--- config.mk ---
export PLATFORM = sky130hd
export DESIGN_NAME = down_timer
export DESIGN_NICKNAME = d
export VERILOG_FILES = /design/src/rtl/down_timer_pkg.sv /design/src/rtl/down_timer_prescaler.sv /design/src/rtl/down_timer.sv
export SDC_FILE = /design/constraint.sdc
export NUM_CORES = 1
export LEC_CHECK = 0
export ABC_AREA = 1
export BUFFER_PORTS_ARGS = -buffer_cell sky130_fd_sc_hd__buf_2
export CORE_MARGIN = 8
export CORE_UTILIZATION = 40
export DETAILED_ROUTE_END_ITERATION = 7
export GPL_TIMING_DRIVEN = 0
export PLACE_DENSITY = 0.64
export SETUP_SLACK_MARGIN = 0.5
export SLEW_MARGIN = 0
export SYNTH_ARGS = -nofsm -noshare
export SYNTH_HDL_FRONTEND = slang
export SYNTH_HIERARCHICAL = 1
export SYNTH_SLANG_ARGS = --single-unit
--- constraint.sdc ---
create_clock -name clk -period 2.65 [get_ports clk]
set_input_delay 0.53 -clock clk [delete_from_list [all_inputs] [get_ports clk]]
set_output_delay 0.53 -clock clk [all_outputs]
set_load 0.05 [all_outputs]
--- src/rtl/down_timer_pkg.sv ---
// Shared types and constants for the down_timer block: FSM state encoding and prescaler width.
// Pure declarations; no logic, no latency.
package down_timer_pkg;

  typedef enum logic [1:0] {
    IDLE  = 2'd0,
    RUN   = 2'd1,
    PAUSE = 2'd2
  } state_t;

  localparam int PRESC_W = 16;

endpackage

--- src/rtl/down_timer_prescaler.sv ---
// Cycle divider: tick is combinational, high on the en cycle where the count sits at PRESCALE-1.
// clr and rst force the count to 0; the count holds while en is low.
module down_timer_prescaler
  import down_timer_pkg::*;
#(
  parameter int PRESCALE = 1
) (
  input  logic clk,
  input  logic rst,
  input  logic clr,
  input  logic en,
  output logic tick
);

  localparam logic [PRESC_W-1:0] TOP = PRESC_W'(PRESCALE - 1);

  logic [PRESC_W-1:0] r_cnt;

  always_ff @(posedge clk) begin
    if (rst || clr) begin
      r_cnt <= '0;
    end else if (en) begin
      if (r_cnt == TOP) r_cnt <= '0;
      else              r_cnt <= r_cnt + PRESC_W'(1);
    end
  end

  assign tick = en && (r_cnt == TOP);

endmodule

--- src/rtl/down_timer.sv ---
// Loadable down counter with IDLE/RUN/PAUSE control; out/expired registered, one step per PRESCALE cycles.
// DOWN_TIMER_AUTORELOAD_EN selects periodic reload at terminal count; otherwise one-shot to 0 and IDLE.
module down_timer
  import down_timer_pkg::*;
#(
  parameter int WIDTH    = 8,
  parameter int PRESCALE = 1
) (
  input  logic             clk,
  input  logic             rst,
  input  logic [WIDTH-1:0] wr_data,
  input  logic             wr,
  input  logic             start,
  input  logic             stop,
  output logic [WIDTH-1:0] out,
  output logic             busy,
  output logic             expired
);

  state_t           r_state;
  logic [WIDTH-1:0] r_out;
  logic [WIDTH-1:0] r_reload;
  logic             r_expired;
  logic             w_en;
  logic             w_tick;

  // The prescaler freezes on the cycle stop lands so PAUSE keeps its phase.
  assign w_en = (r_state == RUN) && !stop && !wr;

  down_timer_prescaler #(
    .PRESCALE (PRESCALE)
  ) u_prescaler (
    .clk  (clk),
    .rst  (rst),
    .clr  (wr),
    .en   (w_en),
    .tick (w_tick)
  );

  always_ff @(posedge clk) begin
    if (rst) begin
      r_state   <= IDLE;
      r_out     <= '0;
      r_reload  <= '0;
      r_expired <= 1'b0;
    end else begin
      r_expired <= 1'b0;
      if (wr) begin
        r_reload <= wr_data;
        r_out    <= wr_data;
        r_state  <= (wr_data != '0) ? RUN : IDLE;
      end else begin
        case (r_state)
          IDLE: begin
            if (start && !stop && (r_out != '0)) r_state <= RUN;
          end
          PAUSE: begin
            if (start && !stop) r_state <= RUN;
          end
          RUN: begin
            if (stop) begin
              r_state <= PAUSE;
            end else if (w_tick) begin
              if (r_out > WIDTH'(1)) begin
                r_out <= r_out - WIDTH'(1);
              end else if (r_out == WIDTH'(1)) begin
                r_expired <= 1'b1;
`ifdef DOWN_TIMER_AUTORELOAD_EN
                r_out     <= r_reload;
`else
                r_out     <= '0;
                r_state   <= IDLE;
`endif
              end
            end
          end
          default: r_state <= IDLE;
        endcase
      end
    end
  end

  assign out     = r_out;
  assign busy    = (r_state == RUN);
  assign expired = r_expired;

endmodule

# Word-level counts from Yosys, hierarchy flattened

Cells that the tools add are included.

Bitwise gates (word level): 2
Reduce and logical (&&, ||, !) cells: 18
Order comparisons: 1
Eq/ne operators: 9
Muxes and demuxes: 17
Add/subtract/negate cells: 2

Operators with widths:

| cell                                                                     | count |
|---|---|
| 8-bit 2-to-1 mux                                                         | 6 |
| 16-bit by 1-bit adder with 16-bit output (second input constant)         | 1 |
| 16-bit zero test                                                         | 1 |
| 16-bit 2-to-1 mux                                                        | 1 |
| 8-bit nonzero test                                                       | 2 |
| 2-bit 2-to-1 mux                                                         | 7 |
| 8-bit by 1-bit == test with 1-bit output (second input constant)         | 1 |
| 8-bit by 1-bit > comparator with 1-bit output (second input constant)    | 1 |
| 4-bit by 3-bit inequality test with 1-bit output (second input constant) | 2 |
| 8-bit by 1-bit subtractor with 8-bit output (second input constant)      | 1 |
| 3-bit inequality test (second input constant)                            | 2 |
| 2-bit one-hot mux with 3 select lines                                    | 1 |
| 6-bit OR reduction                                                       | 1 |
| 1-bit logical AND                                                        | 5 |
| 5-bit AND reduction                                                      | 1 |
| 4-bit inequality test (second input constant)                            | 1 |
| 4-bit AND reduction                                                      | 1 |
| 2-bit nonzero test                                                       | 2 |
| 3-bit nonzero test                                                       | 1 |
| 2-bit by 1-bit == test with 1-bit output (second input constant)         | 1 |
| 2-bit == test (second input constant)                                    | 1 |
| 1-bit zero test                                                          | 2 |
| 2-bit zero test                                                          | 1 |
| 1-bit 2-to-1 mux                                                         | 2 |
| 3 further kinds                                                          | 4 |

Input bits: 13
Bits in registers: 27

# Depth between registers and ports, before layout

Depth after elaboration: 8
Depth in mapped cells: 15
Mapped depth without buffers: 15

# Hierarchy

Netlist, hierarchy kept.

By module, submodules not included:

| module               | area an instance (µm²) | instances | cells each | seq. area each (µm²) |
|---|---|---|---|---|
| down_timer_prescaler | 915.9                  | 1         | 145        | 320.3 |
| down_timer           | 823.3                  | 1         | 136        | 220.2 |

# Least setup slack after synthesis

Ideal clock, no wire load.

Path type: register to register
Start point: register r_state[0]
End point: register r_out[4], in the netlist out[4]
Slack: 0.207 ns
Library setup time: 0.129 ns
Cell stages (with the launch flop): 16
Path buffers: 0
Data required time: 2.521 ns
Arrival time: 2.314 ns
Cells stage by stage: dfxtp_1 -> inv_1 -> nor2_2 -> nand2_1 -> nor2_1 -> nand3_1 -> nor2_1 -> nand2_1 -> inv_1 -> nand3_1 -> clkinv_1 -> nand2_4 -> nand2_4 -> clkinv_2 -> nand2_1 -> a21oi_2

Cells in the longest elaborated chain, start to end: 6
Elaborated cells on any way between the ends: 7

Ends and longest elaborated chain:

| element                                  | RTL line                   | text |
|---|---|---|
| from (decl)                              | down_timer.sv:20           | `state_t r_state;` |
| from (signal assigned)                   | down_timer.sv:51           | `r_state <= (wr_data != '0) ? RUN : IDLE;` |
| 2-bit by 1-bit == test with 1-bit output | n/a                        |  |
| named net busy                           | down_timer.sv:16           | `output logic busy,` |
| 1-bit logical AND (2 in a row)           | down_timer.sv:28           | `assign w_en = (r_state == RUN) && !stop && !wr;` |
| named net w_en                           | down_timer.sv:24           | `logic w_en;` |
| 1-bit logical AND                        | down_timer_prescaler.sv:28 | `assign tick = en && (r_cnt == TOP);` |
| named net w_tick                         | down_timer.sv:25           | `logic w_tick;` |
| 2-bit nonzero test (no source line)      | n/a                        |  |
| 4-bit AND reduction (no source line)     | n/a                        |  |
| to (signal assigned)                     | down_timer.sv:50           | `r_out <= wr_data;` |
| to (signal assigned)                     | down_timer.sv:65           | `r_out <= r_out - WIDTH'(1);` |
| to (decl)                                | down_timer.sv:21           | `logic [WIDTH-1:0] r_out;` |

The timed path passes the listed nets, and every way through them passes these cells.
A chain may end at the register's enable or synchronous reset.

# Worst setup path after layout

Start point: register r_state[0]
End point: register r_out[4], in the netlist out[4]

Cells in the longest elaborated chain, start to end: 6
Elaborated cells on any way between the ends: 7

Ends and longest elaborated chain:

| element                                  | RTL line |
|---|---|
| 2-bit by 1-bit == test with 1-bit output | down_timer.sv:28 |
| 1-bit logical AND (2 in a row)           | down_timer.sv:28 |
| named net w_en                           | down_timer.sv:24 |
| 1-bit logical AND                        | down_timer_prescaler.sv:28 |
| named net w_tick                         | down_timer.sv:25 |
| 2-bit nonzero test (no source line)      | n/a |
| 4-bit AND reduction (no source line)     | n/a |

The timed path passes the listed nets, and every way through them passes these cells.

==> results.md <==
* PortBufs at 22
* Number of global-route vias before repair at about 1500
* Global Route Usage Sum at 12.35%
* Worst Hold Class: reg -> reg
* DRC violations left at 0
* # Max-Cap Violations at 0
* CTS Buffer Depth at 2
* Die Y at between 80 and 90 µm
* # setup viols final at 0
* Setup WS pre-CTS at just under 0.3 ns
* Peak VDD IR at approximately 0.17 mV
* FF+latch count, synth at 27
* Slowest CP cell: dfxtp_1
* Post-synthesis area per instance at around 6.2 µm²
* Delay-heaviest family, CP: simple AND/OR/NAND/NOR gates
* Skew final at approximately 0.009 ns
* Largest net degree at the start of global routing at 17
* Worst stage delay on the critical path at about 0.33 ns
* Overall Power at 909.9 µW
* Area growth syn-to-layout at 14.32%
* Worst EP required at 2.81 ns
* Core Area at 4264 µm²
* CP Launch Type: register
* Worst setup EP type: register
* Crit path max fanout at 9
* Dpl cells at around 360
* Placement Cell Area at 1922 µm²
* TNS Setup at 0 ns
* Fin area at 1988 µm²
* Cts bufs inserted at 3
* Leakage at 0.8986 nW
* Area of the multi-input gates at between 1000 and 1500 µm²
* Fmax at approximately 530 MHz
* Worst path arrival time at 2.04 ns
* Via count at 1717
* CTS root buf: clkbuf_8
* Async SR Flop Fraction at 0%
* Initial antenna violation count at 0
* CTS Sinks at 27
* Initial DRC count at around 120
* Syn Inst Count at between 200 and 300
* Sequential cell area at around 540 µm²
* Main synth FF type: dfxtp_1
* Share of layout cells above drive strength 1 at about 18%
* Seq/Total Area, Yosys at 31.08%
* Status: finished, final reports clean
* GR Overflow Total at 0
* Total die area at around 6700 µm²
* Filler cells at around 450
* Synthesized area at ~1700 µm²
* Worst skew pair latency at 0.28 ns
* Fin. max-slew vios at 0
* CTS tree: yes
* Distinct cells, synth at 27
* WS Path Type: reg -> reg
* Placer Congestion at 0.8392
* Yosys warnings at 6
* Vias/cell at 4.769
* Detailed Route WL at 3997 µm
* Final count of hold timing violations at 0
* DP HPWL at ~3100 µm
* FP Rows at 24
* Least-Margin Pin Slew at around 0.49 ns
* Routed Antenna Nets at 0
* Post-synth EDFFs at 0
* Routed WL per cell at 11.10 µm
* TritonRoute pass-1 iters at 4
* RSZ-0062 raised after global routing: false
* Clk pin slew, worst setup/hold paths at approximately 0.10 ns
* Die X-Extent at 81.94 µm
* Utilization of the core after routing at between 40% and 50%
* Post-Layout Cell Count at 360
* Synth Net Count at approximately 300
* Starting Density at between 40 and 50%
* H-tree levels at 1
* Tcrit/Tclk final at between 70% and 80%
* Buf+Inv Stages, Crit Path at 4
* Post-cts hold buffer count at 0
* Most common cell on crit path: nand2_1
* Worst path cell trace: inv_1 -> nor2_4 -> nand2_1 -> nor2_4 -> nand3_1 -> nor2_2 -> nand2_1 -> inv_1 -> nand3_1 -> clkinv_1 -> nand2_4 -> nand2_4 -> clkinv_2 -> nand2_1 -> a21oi_2
* Final Hold Slack at a little under 0.5 ns
* Max_slew headroom at 67.15%
* First-pass GRT wire length at around 6600 µm
* Pwr Density at about 460 nW/µm²
* N_diodes at 0
* Setup ws final at between 0.7 and 0.8 ns
* Crit path time final at ~1.9 ns
* Layout net count at 327
* Top-Level Pins at 23
==> report_power, final <==
group | switching (mW) | total (mW) | internal (mW)
clock network | 0.150 | 0.257 | 0.107
logic | 0.152 | 0.221 | 0.0691
registers | 0.0137 | 0.431 | 0.418
==> tightest hold or removal path, stage by stage, from the launching register on <==
cell and delay (ns):
dfxtp_1 0.33, nand2_1 0.06, a21oi_1 0.05
==> cell families (layout without fill, tap and decap cells) <==
kind of cell / Yosys count / count (layout) / synth area share [%]
and+or+nand+nor: 183 / 183 / 46.48
buffers and inverters: 39 / 66 / 8.489
DFF: 27 / 27 / 31.08
AOI/OAI and AO/OA: 20 / 20 / 6.835
xor gates and xnor gates: 7 / 7 / 3.525
adders and majority gates: 5 / 5 / 3.597
==> cell usage after synthesis (2+ instances only) <==
cell type	number	area share (%)
nand2_4	2	1.3
inv_1	31	6.7
nor2_4	2	1.3
nor3_1	3	0.86
xor2_1	7	3.5
nand2_1	79	17
nand2_2	5	1.8
ha_1	5	3.6
nand4_1	3	1.1
nor2_1	56	12
nand3_2	3	1.7
nand3_1	22	6.3
a21oi_1	13	3.7
dfxtp_1	27	31
o21ai_0	3	0.86
clkinv_1	2	0.43
nor2_2	6	2.2
inv_2	3	0.65
==> final cells by class <==
| type | count | share of cell area (%) |
|---|---|---|
| Inverter | 37 | 7.048 |
| Buffer | 2 | 0.3776 |
| Clock inverter | 1 | 0.3776 |
| Tap cell | 52 | 3.272 |
| Timing Repair Buffer | 23 | 5.916 |
| Sequential cell | 27 | 27.19 |
| Multi-Input combinational cell | 215 | 53.74 |
| Clock buffer | 3 | 2.077 |
==> repair_timing <==
item	in CTS	in global routing
setup buffers	0	1
resized for setup	0	3
endpoints found under the setup margin	0	8
==> placed cells by master, fill, tap and decap left out, types with 3 or more instances in the layout <==
| master | Yosys | layout |
|---|---|---|
| nor2_4 | 2 | 4 |
| inv_1 | 31 | 31 |
| nand3_1 | 22 | 22 |
| xor2_1 | 7 | 7 |
| nand2_2 | 5 | 5 |
| nor3_1 | 3 | 3 |
| nor2_2 | 6 | 7 |
| dfxtp_1 | 27 | 27 |
| a21oi_1 | 13 | 13 |
| inv_2 | 3 | 3 |
| nand4_1 | 3 | 3 |
| nand3_2 | 3 | 3 |
| buf_2 | 0 | 22 |
| nand2_1 | 79 | 79 |
| clkbuf_8 | 0 | 3 |
| o21ai_0 | 3 | 3 |
| nor2_1 | 56 | 53 |
| ha_1 | 5 | 5 |
==> per-layer routing <==
| layer | GRT usage, % | up-vias | part of all wire [%] |
|---|---|---|---|
| met3 | 2.079 | 4 | 5.1 |
| met5 | 0 | - | 0 |
| met2 | 19.65 | 29 | 44 |
| li1 | - | 925 | - |
| met1 | 16.23 | 759 | 50 |
| met4 | 4.737 | 0 | 1.3 |
==> flip-flops by register name, summed over array words and instances (netlist names) <==
name,cells
u_prescaler/r_cnt,16
expired,1
out,8
r_state,2
==> path summary, 6_finish.rpt <==
path | start | endpoint | slack [ns] | cells past startpoint
setup / recovery | r_state[0] | out[4] | 0.77 | 15
hold / removal | out[1] | out[1] | 0.48 | 2
setup reg to reg | r_state[0] | out[4] | 0.77 | 15
hold reg to reg | out[1] | out[1] | 0.48 | 2
(Power assumes the default switching activity.)
